===== src/rtl/pw_entry_check.sv =====
// pw_entry_check
//   Keypad entry and password check for the door-lock datapath. Collects
//   decoded keys into a 4-digit BCD display word, issues STAR/HASH pulses,
//   compares a completed entry against PW / PW_TEMP, counts failures,
//   enforces a lockout and signals consumption of a one-time temp password.
//
// Ports
//   CLK, RESET          clock, asynchronous active-high reset
//   KEY_VALID, KEY_CODE key strobe and code (0-9 digit, 10 *, 11 #, 12 clear, 13 lock)
//   PW, PW_TEMP         stored master / temporary passwords (4 BCD digits)
//   PW_TEMP_EN          PW_TEMP holds a valid value
//   DISPLAY, DIGIT_CNT  entered digits (newest in [3:0]) and their count
//   STAR, HASH, WRONG   one-cycle pulses
//   CORRECT, LOCKED     levels, high throughout OPEN / LOCKOUT
//   PW_TEMP_RESET       one-cycle pulse when the temp password was used
//
// state   | meaning
// --------+-----------------------------------------------------------
// IDLE    | nothing entered yet, waiting for a digit
// ENTRY   | collecting digits, # with 4 digits starts a check
// CHECK   | one cycle: compare DISPLAY with PW / PW_TEMP
// OPEN    | door open, CORRECT high, relocks on timeout or lock key
// LOCKOUT | too many failures, all keys ignored until the timer expires

module pw_entry_check #(
  parameter int OPEN_CYCLES = 1000,
  parameter int LOCK_CYCLES = 3000,
  parameter int MAX_FAIL    = 3
) (
  input  logic        CLK,
  input  logic        RESET,
  input  logic        KEY_VALID,
  input  logic [3:0]  KEY_CODE,
  input  logic [15:0] PW,
  input  logic [15:0] PW_TEMP,
  input  logic        PW_TEMP_EN,
  output logic [15:0] DISPLAY,
  output logic [2:0]  DIGIT_CNT,
  output logic        STAR,
  output logic        HASH,
  output logic        CORRECT,
  output logic        WRONG,
  output logic        LOCKED,
  output logic        PW_TEMP_RESET
);

  localparam int TMAX = (OPEN_CYCLES > LOCK_CYCLES) ? OPEN_CYCLES : LOCK_CYCLES;
  localparam int TW   = $clog2(TMAX + 1);
  localparam logic [TW-1:0] T_OPEN = TW'(OPEN_CYCLES);
  // LOCKOUT is entered with the timer loaded, so LOCK_CYCLES-1 gives
  // exactly LOCK_CYCLES cycles with LOCKED high.
  localparam logic [TW-1:0] T_LOCK = TW'(LOCK_CYCLES - 1);
  localparam logic [2:0]    MAX_F  = 3'(MAX_FAIL);

  typedef enum logic [2:0] {
    IDLE    = 3'd0,
    ENTRY   = 3'd1,
    CHECK   = 3'd2,
    OPEN    = 3'd3,
    LOCKOUT = 3'd4
  } state_t;

  state_t        state_q, state_d;
  logic [15:0]   display_q, display_d;
  logic [2:0]    digit_cnt_q, digit_cnt_d;
  logic [2:0]    fail_cnt_q, fail_cnt_d;
  logic [TW-1:0] timer_q, timer_d;
  logic          star_q, star_d;
  logic          hash_q, hash_d;
  logic          correct_q, correct_d;
  logic          wrong_q, wrong_d;
  logic          locked_q, locked_d;
  logic          temp_rst_q, temp_rst_d;

  logic       key_digit, key_star, key_hash, key_clear, key_lock, key_any;
  logic       has_room;
  logic [2:0] fail_inc;
  logic       match_pw, match_temp;

  always_comb begin
    key_digit  = KEY_VALID && (KEY_CODE <= 4'd9);
    key_star   = KEY_VALID && (KEY_CODE == 4'd10);
    key_hash   = KEY_VALID && (KEY_CODE == 4'd11);
    key_clear  = KEY_VALID && (KEY_CODE == 4'd12);
    key_lock   = KEY_VALID && (KEY_CODE == 4'd13);
    key_any    = KEY_VALID && (KEY_CODE <= 4'd12);
    has_room   = (digit_cnt_q < 3'd4);
    fail_inc   = (fail_cnt_q >= MAX_F) ? MAX_F : fail_cnt_q + 3'd1;
    match_pw   = (display_q == PW);
    match_temp = PW_TEMP_EN && (display_q == PW_TEMP);
  end

  always_comb begin
    state_d     = state_q;
    display_d   = display_q;
    digit_cnt_d = digit_cnt_q;
    fail_cnt_d  = fail_cnt_q;
    timer_d     = timer_q;
    wrong_d     = 1'b0;
    temp_rst_d  = 1'b0;
    star_d      = key_star && (state_q != LOCKOUT);
    hash_d      = key_hash && (state_q != LOCKOUT);

    case (state_q)
      IDLE: begin
        if (key_digit) begin
          if (has_room) begin
            display_d   = {display_q[11:0], KEY_CODE};
            digit_cnt_d = digit_cnt_q + 3'd1;
          end
          state_d = ENTRY;
        end else if (key_clear) begin
          display_d   = 16'h0000;
          digit_cnt_d = 3'd0;
        end
      end

      ENTRY: begin
        if (key_digit) begin
          if (has_room) begin
            display_d   = {display_q[11:0], KEY_CODE};
            digit_cnt_d = digit_cnt_q + 3'd1;
          end
        end else if (key_clear) begin
          display_d   = 16'h0000;
          digit_cnt_d = 3'd0;
          state_d     = IDLE;
        end else if (key_hash) begin
          if (!has_room) begin
            state_d = CHECK;
          end else begin
            // Short entry: counts as a failed attempt but never locks out
            // directly; the next real mismatch will.
            wrong_d     = 1'b1;
            fail_cnt_d  = fail_inc;
            display_d   = 16'h0000;
            digit_cnt_d = 3'd0;
            state_d     = IDLE;
          end
        end
      end

      CHECK: begin
        display_d   = 16'h0000;
        digit_cnt_d = 3'd0;
        if (match_pw || match_temp) begin
          state_d    = OPEN;
          timer_d    = T_OPEN;
          fail_cnt_d = 3'd0;
          temp_rst_d = match_temp && !match_pw;
        end else begin
          wrong_d    = 1'b1;
          fail_cnt_d = fail_inc;
          if (fail_inc >= MAX_F) begin
            state_d = LOCKOUT;
            timer_d = T_LOCK;
          end else begin
            state_d = IDLE;
          end
        end
      end

      OPEN: begin
        if (key_lock) begin
          // Relocking also wipes any half-typed new password.
          state_d     = IDLE;
          display_d   = 16'h0000;
          digit_cnt_d = 3'd0;
        end else if (key_any) begin
          timer_d = T_OPEN;
          if (key_digit) begin
            if (has_room) begin
              display_d   = {display_q[11:0], KEY_CODE};
              digit_cnt_d = digit_cnt_q + 3'd1;
            end
          end else begin
            // clear, star and hash all restart the new-password entry
            display_d   = 16'h0000;
            digit_cnt_d = 3'd0;
          end
        end else if (timer_q == '0) begin
          state_d     = IDLE;
          display_d   = 16'h0000;
          digit_cnt_d = 3'd0;
        end else begin
          timer_d = timer_q - 1'b1;
        end
      end

      LOCKOUT: begin
        if (timer_q == '0) begin
          state_d    = IDLE;
          fail_cnt_d = 3'd0;
        end else begin
          timer_d = timer_q - 1'b1;
        end
      end

      default: begin
        state_d     = IDLE;
        display_d   = 16'h0000;
        digit_cnt_d = 3'd0;
        fail_cnt_d  = 3'd0;
        timer_d     = '0;
      end
    endcase

    correct_d = (state_d == OPEN);
    locked_d  = (state_d == LOCKOUT);
  end

  always_ff @(posedge CLK or posedge RESET) begin
    if (RESET) begin
      state_q     <= IDLE;
      display_q   <= 16'h0000;
      digit_cnt_q <= 3'd0;
      fail_cnt_q  <= 3'd0;
      timer_q     <= '0;
      star_q      <= 1'b0;
      hash_q      <= 1'b0;
      correct_q   <= 1'b0;
      wrong_q     <= 1'b0;
      locked_q    <= 1'b0;
      temp_rst_q  <= 1'b0;
    end else begin
      state_q     <= state_d;
      display_q   <= display_d;
      digit_cnt_q <= digit_cnt_d;
      fail_cnt_q  <= fail_cnt_d;
      timer_q     <= timer_d;
      star_q      <= star_d;
      hash_q      <= hash_d;
      correct_q   <= correct_d;
      wrong_q     <= wrong_d;
      locked_q    <= locked_d;
      temp_rst_q  <= temp_rst_d;
    end
  end

  assign DISPLAY       = display_q;
  assign DIGIT_CNT     = digit_cnt_q;
  assign STAR          = star_q;
  assign HASH          = hash_q;
  assign CORRECT       = correct_q;
  assign WRONG         = wrong_q;
  assign LOCKED        = locked_q;
  assign PW_TEMP_RESET = temp_rst_q;

endmodule

===== config.mk =====
export PLATFORM = sky130hd
export DESIGN_NAME = pw_entry_check
export DESIGN_NICKNAME = d
export VERILOG_FILES = /design/src/rtl/pw_entry_check.sv
export SDC_FILE = /design/constraint.sdc
export NUM_CORES = 1
export LEC_CHECK = 0
export CAP_MARGIN = 10
export CORE_MARGIN = 1
export CORE_UTILIZATION = 45
export DETAILED_ROUTE_END_ITERATION = 8
export GPL_TIMING_DRIVEN = 0
export PLACE_DENSITY = 0.84
export SETUP_SLACK_MARGIN = 0.2
export SYNTH_ARGS = -nofsm -noshare
export SYNTH_HDL_FRONTEND = slang
export SYNTH_SLANG_ARGS = --single-unit

===== constraint.sdc =====
create_clock -name CLK -period 2.9 [get_ports CLK]
set_input_delay 0.725 -clock CLK [delete_from_list [all_inputs] [get_ports CLK]]
set_output_delay 0.725 -clock CLK [all_outputs]
set_load 0.01 [all_outputs]

=== Word level (Yosys, flattened, before mapping) ===
Index checks and enable logic that the tools add are counted.

* Flip-flop bits (word level): 43
* Input bits: 40
* Logic and storage cells: 121

* Add/subtract/negate cells: 3
* $lt $le $gt $ge: 5
* Eq/ne operators: 24
* Mux-type cells: 56
* Bitwise logic cells: 3
* Reductions and logical operators: 19

{| class="wikitable"
|+ Operators by type and width
! kind !! count
|-
| 16-bit two-way mux || 11
|-
| 3-bit two-way mux || 26
|-
| 16-bit one-hot mux with 4 select lines || 1
|-
| 12-bit two-way mux || 5
|-
| 12-bit one-hot mux with 4 select lines || 1
|-
| 16-bit == test || 2
|-
| 3-bit one-hot mux with 4 select lines || 2
|-
| 4-bit == test (second input constant) || 4
|-
| 3-bit one-hot mux with 5 select lines || 1
|-
| 12-bit zero test || 1
|-
| 2-bit inequality test (second input constant) || 6
|-
| 4-bit inequality test (second input constant) || 3
|-
| 12-bit by 1-bit subtractor with 12-bit output (second input constant) || 1
|-
| 1-bit logical AND || 10
|-
| 3-bit by 2-bit == test with 1-bit output (second input constant) || 3
|-
| 3-bit inequality test (second input constant) || 3
|-
| 4-bit <= comparator (second input constant) || 2
|-
| 1-bit two-way mux || 7
|-
| 3-bit by 1-bit adder with 3-bit output (second input constant) || 2
|-
| 3-bit == test (second input constant) || 2
|-
| 3-bit by 2-bit greater-or-equal comparator with 1-bit output (second input constant) || 2
|-
| 6-bit AND reduction || 1
|-
| 5-bit AND reduction || 1
|-
| 2-bit OR reduction || 2
|-
| 9 further kinds || 11
|}

=== Depth between registers and ports, before layout ===
Gate-level depths: netlist (run 1).

* Depth after elaboration: 7
* Depth in mapped cells: 10
* Depth with buffers taken out: 8

=== Worst setup path before layout (run 1) ===
No wires, ideal clock.

* Path type: input to register
* Start point: input KEY_CODE[0]
* End point: register display_q[0] (netlist: DISPLAY[0])
* Setup time: 0.121 ns
* Data arrival time: 2.383 ns
* Slack: 0.396 ns
* Stages on the path: 9
* Buffers on the path: 3
* Path through: clkbuf_1 nor2_1 o21ai_0 nor2_1 o221a_2 nor2b_1 buf_2 buf_2 a22o_1

* Cells in the longest elaborated chain, start to end: 6
* Elaborated cells on any way between the ends: 23

{| class="wikitable"
|+ Ends and longest elaborated chain
! what !! RTL line !! text
|-
| from (decl) || 33 || <nowiki>input logic [3:0] KEY_CODE,</nowiki>
|-
| 4-bit <= comparator || 81 || <nowiki>key_digit = KEY_VALID && (KEY_CODE <= 4'd9);</nowiki>
|-
| 1-bit logical AND || 81 ||
|-
| 16-bit two-way mux || 171 || <nowiki>if (key_digit) begin</nowiki>
|-
| 16-bit two-way mux || 169 || <nowiki>end else if (key_any) begin</nowiki>
|-
| 16-bit two-way mux || 164 || <nowiki>if (key_lock) begin</nowiki>
|-
| 16-bit one-hot mux with 4 select lines || 104 || <nowiki>case (state_q)</nowiki>
|-
| to (signal assigned) || 227 || <nowiki>display_q <= display_d;</nowiki>
|-
| to (decl) || 64 || <nowiki>logic [15:0] display_q, display_d;</nowiki>
|}

Several ways; a longest one is shown, not always the timed one.
A chain may end at the register's enable or synchronous reset.

=== Final worst setup path (run 1) ===
* Start point: input PW[5]
* End point: register timer_q[5]

* Cells in the longest elaborated chain, start to end: 4
* Elaborated cells on any way between the ends: 6

{| class="wikitable"
|+ Ends and longest elaborated chain
! what !! RTL line !! text
|-
| from (decl) || 34 || <nowiki>input logic [15:0] PW,</nowiki>
|-
| 16-bit == test * || 89 || <nowiki>match_pw = (display_q == PW);</nowiki>
|-
| 1-bit logical OR * || 146 || <nowiki>if (match_pw || match_temp) begin</nowiki>
|-
| 12-bit two-way mux or 3-bit inequality test (tied branches) || - ||
|-
| 12-bit one-hot mux with 4 select lines or 3-bit AND reduction (tied branches) || - ||
|-
| to (signal assigned) || 230 || <nowiki>timer_q <= timer_d;</nowiki>
|-
| to (decl) || 67 || <nowiki>logic [TW-1:0] timer_q, timer_d;</nowiki>
|}

Mark *: on every way between the ends. The rest lies on a longest branch, timed or not.

==> results of run 1 <==
-- synthesized netlist by cell type (5+ instances only) --
library cell	number	area, um2
sky130_fd_sc_hd__nand4_1	8	50.1
sky130_fd_sc_hd__dfrtp_1	43	1080
sky130_fd_sc_hd__clkbuf_1	11	41.3
sky130_fd_sc_hd__a21o_1	7	52.6
sky130_fd_sc_hd__o21ai_0	18	90.1
sky130_fd_sc_hd__a21oi_1	15	75.1
sky130_fd_sc_hd__a22o_1	12	105
sky130_fd_sc_hd__nand2_1	27	101
sky130_fd_sc_hd__and2_1	5	31.3
sky130_fd_sc_hd__nor3_1	10	50.1
sky130_fd_sc_hd__a22o_2	7	70.1
sky130_fd_sc_hd__nor2_1	20	75.1
sky130_fd_sc_hd__xnor2_1	32	280
sky130_fd_sc_hd__inv_1	9	33.8
-- logic make-up after synthesis --
kind of cell | Yosys count
AO/OA/AOI/OAI | 90
XOR/XNOR | 33
AND/OR/NAND/NOR | 93
flip-flops | 43
multiplexers | 2
buffers and inverters | 25
adder cells (fa/ha/maj) | 4
-- layout make-up --
cell class	count	share of cell area
Multi-Input combinational cell	222	0.436
Sequential cell	43	0.305
Timing Repair Buffer	63	0.179
Tap cell	72	0.0256
Buffer	16	0.0245
Clock buffer	6	0.0206
Inverter	9	0.00958
-- power breakdown --
part	switching, W	internal (W)
registers	0.0000215	0.000622
clock network	0.000190	0.000161
logic	0.0000833	0.0000987
total	0.000295	0.000881
-- state kept, by name, summed over array words and instances, names as in the netlist, 3 cells and up --
signal      flops
timer_q        12
fail_cnt_q      3
DIGIT_CNT       3
state_q         3
DISPLAY        16
-- per-stage QoR --
stage               utilization  instances
finish                    0.625        431
detailed placement        0.601        423
CTS                       0.619        431
floorplan                     -        290
global route              0.625        431
global placement          0.601        423
-- path summary, 6_finish.rpt --
path,endpoint,slack (ns),depth (start not counted)
setup / recovery,timer_q[5],0.26,8
hold / removal,timer_q[6],0.53,1
setup reg to reg,DISPLAY[11],0.37,10
hold reg to reg,timer_q[6],0.53,1
max in group asynchronous,timer_q[10],1.41,2
min in group asynchronous,WRONG,0.95,2
-- worst max-delay path, stage by stage --
cell and delay, ns:
sky130_fd_sc_hd__clkdlybuf4s50_1 0.43, sky130_fd_sc_hd__xnor2_1 0.20, sky130_fd_sc_hd__nand4_1 0.20, sky130_fd_sc_hd__nor4_4 0.40, sky130_fd_sc_hd__a211oi_1 0.15, sky130_fd_sc_hd__clkbuf_2 0.23, sky130_fd_sc_hd__a221oi_1 0.32, sky130_fd_sc_hd__o22a_1 0.20
-- layer usage --
metal,vias up,routed length (um)
met5,-,0
met4,0,136
met3,14,463
met2,117,3350
met1,1210,3050
li1,1195,-
-- repair_timing --
action,4_1_cts,5_1_grt
setup endpoints to repair,18,21
gates resized for setup,3,13
hold buffers,0,0
pin swaps,1,1
buffers inserted,2,0
hold endpoints to repair,0,0
==> Implementation_results.wiki, run 1 <==
{| class="wikitable"
! Metric !! Value
|-
| Gpl congestion || 0.921
|-
| Largest net degree at the start of global routing || 44
|-
| Actual transition at the worst max-transition pin || 0.867 ns
|-
| Dominant combinational cell family by area after synthesis || compound AO/OA/AOI/OAI gates
|-
| Clock insertion delay at the later pin of the skew report || 0.29 ns
|-
| HPWL after DPL || 5230 um
|-
| Synthesis warning total || 0
|-
| Fin crit share || 0.910
|-
| Antenna cells || 0
|-
| Initial drt markers || 151
|-
| CTS tree || done
|-
| Total power draw || 0.00118 W
|-
| Fraction of the yosys area taken by sequential cells || 0.400
|-
| Min cycle time layout || 2.64 ns
|-
| Clk buf depth || 2
|-
| Antenna viol nets, final || 0
|-
| Static power due to leakage || 1.45 nW
|-
| Total clock sinks || 43
|-
| Async set-reset flop share out of synthesis || 1.00
|-
| Pins Over Slew Limit || 0
|-
| Clock slew at reported path FFs || 0.07 ns
|-
| Number of flops mapped to enable cells by yosys || 0
|-
| Die span in x || 79.3 um
|-
| Via count of the first global-routing pass || 2323
|-
| Detailed Route WL || 6990 um
|-
| Worst slack, placed || -0.284 ns
|-
| Largest fanout of any net on the critical path || 10
|-
| Syn Inst Count || 290
|-
| Count of vias placed by the detailed router || 2536
|-
| Startpoint of the most critical hold path || timer_q[6]
|-
| Multiplexer share of the synthesized area || 0.00838
|-
| Finished Cell Area || 3530 um2
|-
| Area of the die || 6290 um2
|-
| Vias per cell || 5.88
|-
| Rel. slew slack || 0.421
|-
| I/O pin cnt || 65
|-
| Average footprint of a synthesized cell || 9.27 um2
|-
| Number of clock buffers inserted by TritonCTS || 5
|-
| Count of TritonRoute iterations in the first routing pass || 5
|-
| Remaining Overflow, GRT || 0
|-
| TNS Setup || 0 ns
|-
| Combined area of all synthesized cells || 2690 um2
|-
| Most used routing layer || met2
|-
| Simple-gate area share of the yosys netlist || 0.179
|-
| Critical path launch point || PW[5]
|-
| Commonest cells after routing, fill and taps aside || sky130_fd_sc_hd__clkdlybuf4s50_1, sky130_fd_sc_hd__dfrtp_1, sky130_fd_sc_hd__xnor2_1
|-
| Startpoint-to-endpoint class of the critical path || in -> reg
|-
| Met2 routing resource usage after global routing || 0.378
|-
| Quantity of I/O buffers inserted on ports || 61
|-
| Overall Global Routing Usage || 0.235
|-
| Clock tree root buffer cell || sky130_fd_sc_hd__clkbuf_8
|-
| Routed length per placed instance || 16.2 um
|-
| Drc violations || 0
|-
| Placement Rows || 27
|-
| Proportion of layout cells with a drive suffix above 1 || 0.100
|-
| Multi-input logic area || 1540 um2
|-
| Share of synthesized cell area in full adder, half adder and majority cells || 0.0186
|-
| Required @ worst endpoint || 3.13 ns
|-
| Number of hold violations in the final report || 0
|-
| Maximum clock rate || 379 MHz
|-
| Cell area after placement || 3390 um2
|-
| Routing usage on met1 || 0.327
|-
| Core area || 5640 um2
|-
| Number of antenna violations at the first check in global routing || 0
|-
| Met3 demand-to-capacity share in global routing || 0.0322
|-
| Synth cell types || 55
|-
| Outcome || finished, final reports clean
|-
| Critical R2R Launch || timer_q[0]
|-
| Post-synthesis register bit count || 43
|-
| Most used flip-flop cell after synthesis || sky130_fd_sc_hd__dfrtp_1
|-
| Max Clock Skew || 0.00599 ns
|-
| Die Y-Extent || 79.3 um
|-
| Synth Area in XOR/XNOR || 0.107
|-
| Initial core utilization || 0.477
|-
| Register area || 1080 um2
|-
| Maximum VDD drop || 0.000341 V
|-
| NumNets Final || 404
|-
| PD cells || 334 nW/um2
|-
| Global-route wire length before repair || 11400 um
|-
| Worst Hold Slack || 0.533 ns
|-
| # setup viols final || 0
|-
| Most common library cell in the layout ignoring fill and taps || sky130_fd_sc_hd__clkdlybuf4s50_1
|-
| Clock H-tree levels || 2
|-
| Critical path arrival || 2.87 ns
|-
| # Max-Cap Violations || 0
|-
| Nature of the critical path endpoint || register
|-
| Worst-case setup margin in the final layout || 0.262 ns
|-
| Path type of the worst min-delay path || reg -> reg
|-
| Filler instances || 434
|-
| Layout overhead on the synthesized area || 31.1%
|-
| Net count after synthesis || 334
|-
| Critical path launch point type || primary input
|-
| Share of the synthesized area in compound gates (AO/OA/AOI/OAI) || 0.243
|-
| RSZ-0062 raised after global routing || no
|}
Note: power is estimated with default switching activity, not from simulation.
==> run 2: changes to the inputs <==
GPL_TIMING_DRIVEN = not set   (was 0)
==> Implementation_results.wiki, run 2 (same netlist as run 1, synthesis figures left out) <==
{| class="wikitable"
! Metric !! Value
|-
| Layout overhead on the synthesized area || 35.2%
|-
| Number of antenna violations at the first check in global routing || 0
|-
| Total clock sinks || 43
|-
| HPWL after DPL || 5480 um
|-
| Critical path launch point type || primary input
|-
| Final design utilization || 0.644
|-
| Total power draw || 0.00123 W
|-
| Core area || 5640 um2
|-
| Crit path max-delay cell type || sky130_fd_sc_hd__clkdlybuf4s50_1
|-
| Initial drt markers || 243
|-
| Clock slew at reported path FFs || 0.08 ns
|-
| Most common library cell in the layout ignoring fill and taps || sky130_fd_sc_hd__clkdlybuf4s50_1
|-
| Drc violations || 0
|-
| Maximum clock rate || 388 MHz
|-
| Multi-input logic area || 1520 um2
|-
| Pins Over Slew Limit || 0
|-
| Nature of the critical path endpoint || register
|-
| Vias per cell || 5.83
|-
| Filler instances || 449
|-
| I/O pin cnt || 65
|-
| Path type of the worst min-delay path || reg -> reg
|-
| Max Clock Skew || 0.00516 ns
|-
| Number of clock buffers inserted by TritonCTS || 5
|-
| Overall Global Routing Usage || 0.248
|-
| Commonest cells after routing, fill and taps aside || sky130_fd_sc_hd__clkdlybuf4s50_1, sky130_fd_sc_hd__dfrtp_1, sky130_fd_sc_hd__xnor2_1
|-
| Fin crit share || 0.889
|-
| Count of TritonRoute iterations in the first routing pass || 4
|-
| Antenna cells || 0
|-
| Kind of cell adding the most delay to the critical path || buffers and inverters
|-
| Required @ worst endpoint || 3.09 ns
|-
| Logic depth of the worst path, buffers included || 8
|-
| Antenna viol nets, final || 0
|-
| R2r setup slk || 0.42 ns
|-
| Remaining Overflow, GRT || 0
|-
| Met2 WL post-DR || 3550 um
|-
| Actual transition at the worst max-transition pin || 0.724 ns
|-
| Count of vias placed by the detailed router || 2559
|-
| Via count of the first global-routing pass || 2395
|-
| Clock insertion delay at the later pin of the skew report || 0.30 ns
|-
| Endpoint of the worst setup timing path || timer_q[9]
|-
| Rel. slew slack || 0.515
|-
| Worst path cell trace || clkdlybuf4s50_1 -> xnor2_1 -> nand4_1 -> nor4_2 -> buf_4 -> a211oi_1 -> a21oi_2 -> mux2_2
|-
| RSZ-0062 raised after global routing || no
|-
| Min cycle time layout || 2.58 ns
|-
| Routed length per placed instance || 16.4 um
|-
| Clk buf depth || 2
|-
| Maximum cell stage delay along the critical path || 0.47 ns
|-
| Quantity of I/O buffers inserted on ports || 64
|-
| # setup viols final || 0
|-
| Area of the die || 6290 um2
|-
| Top sig layer || met4
|-
| Proportion of layout cells with a drive suffix above 1 || 0.134
|-
| Largest fanout of any net on the critical path || 5
|-
| CTS tree || done
|-
| Largest net degree at the start of global routing || 29
|-
| Gpl congestion || 0.910
|-
| PD cells || 337 nW/um2
|-
| Critical path arrival || 2.77 ns
|-
| Worst path bufs/invs || 2
|-
| Die span in x || 79.3 um
|-
| Detail Route met3 WL || 270 um
|-
| # Max-Cap Violations || 0
|-
| Register area || 1080 um2
|-
| Clock H-tree levels || 2
|-
| Global-route wire length before repair || 11800 um
|-
| Placement Rows || 27
|-
| Reg-to-reg critical path endpoint || timer_q[7]
|-
| Flip-flop count of the largest register, all copies and words added || 16
|-
| Worst slack, placed || -0.259 ns
|-
| Critical R2R Launch || timer_q[0]
|-
| Hold Buf Count CTS || 0
|-
| Detailed Route WL || 7180 um
|-
| Startpoint-to-endpoint class of the critical path || in -> reg
|-
| Worst-case setup margin in the final layout || 0.321 ns
|-
| Static power due to leakage || 1.48 nW
|-
| Outcome || finished, final reports clean
|-
| Clock tree root buffer cell || sky130_fd_sc_hd__clkbuf_8
|-
| NumNets Final || 410
|-
| Maximum VDD drop || 0.000249 V
|-
| Critical path launch point || PW_TEMP[12]
|-
| Initial core utilization || 0.477
|-
| Worst reg2reg path depth || 8
|-
| Routed metal-1 wirelength || 3240 um
|-
| Die Y-Extent || 79.3 um
|-
| Number of hold violations in the final report || 0
|}
[run 2: cell types whose count changed in the layout (fill, tap and decap cells not counted), sizes merged]
cell / previous run / this run
clkbuf: 17 / 5
clkinvlp: 0 / 1
clkinv: 0 / 2
dlymetal6s2s: 2 / 0
buf: 7 / 21
clkdlybuf4s50: 59 / 64
[run 2: layer usage]
layer | vias up | global-route usage
met5 | - | 0
met4 | 0 | 0.0873
met3 | 9 | 0.0333
met2 | 67 | 0.399
met1 | 1256 | 0.341
li1 | 1227 | -
[run 2: through the flow]
step / cells / hold WS, ns / setup TNS (ns) / cell area [um2]
floorplan: 290 / 0.490 / 0 / 2690
global placement: 430 / 0.514 / -2.45 / 3510
detailed placement: 430 / 0.529 / -4.57 / 3510
CTS: 438 / 0.551 / 0 / 3610
global route: 439 / 0.562 / 0 / 3640
finish: 439 / 0.544 / 0 / 3640
[run 2: area by class of cell]
class	instances	share of cell area
timing repair buffer	85	0.226
sequential	43	0.296
inverter	9	0.00929
clock buffer	5	0.0189
clock inverter	3	0.00688
multi-input combinational	222	0.418
tap	72	0.0248
[run 2: what timing repair did]
item                                    CTS  global route
pin swaps                                 0             1
resized for setup                         2             3
setup buffers                             0             1
endpoints found under the setup margin   19            12
cloned                                    0             0
[run 2: worst min-delay path by stage]
stage | start | to | depth (start not counted)
after floorplan | fail_cnt_q[2] | fail_cnt_q[2] | 2
after global placement | fail_cnt_q[2] | fail_cnt_q[2] | 2
after detailed placement | DIGIT_CNT[1] | DIGIT_CNT[1] | 1
after CTS | fail_cnt_q[1] | fail_cnt_q[1] | 2
after global routing | DIGIT_CNT[1] | DIGIT_CNT[1] | 1
final | DIGIT_CNT[1] | DIGIT_CNT[1] | 1
[run 2: power breakdown]
part | switching, W | internal [W]
clock | 0.000219 | 0.000172
combinational | 0.0000730 | 0.000108
sequential | 0.0000325 | 0.000621
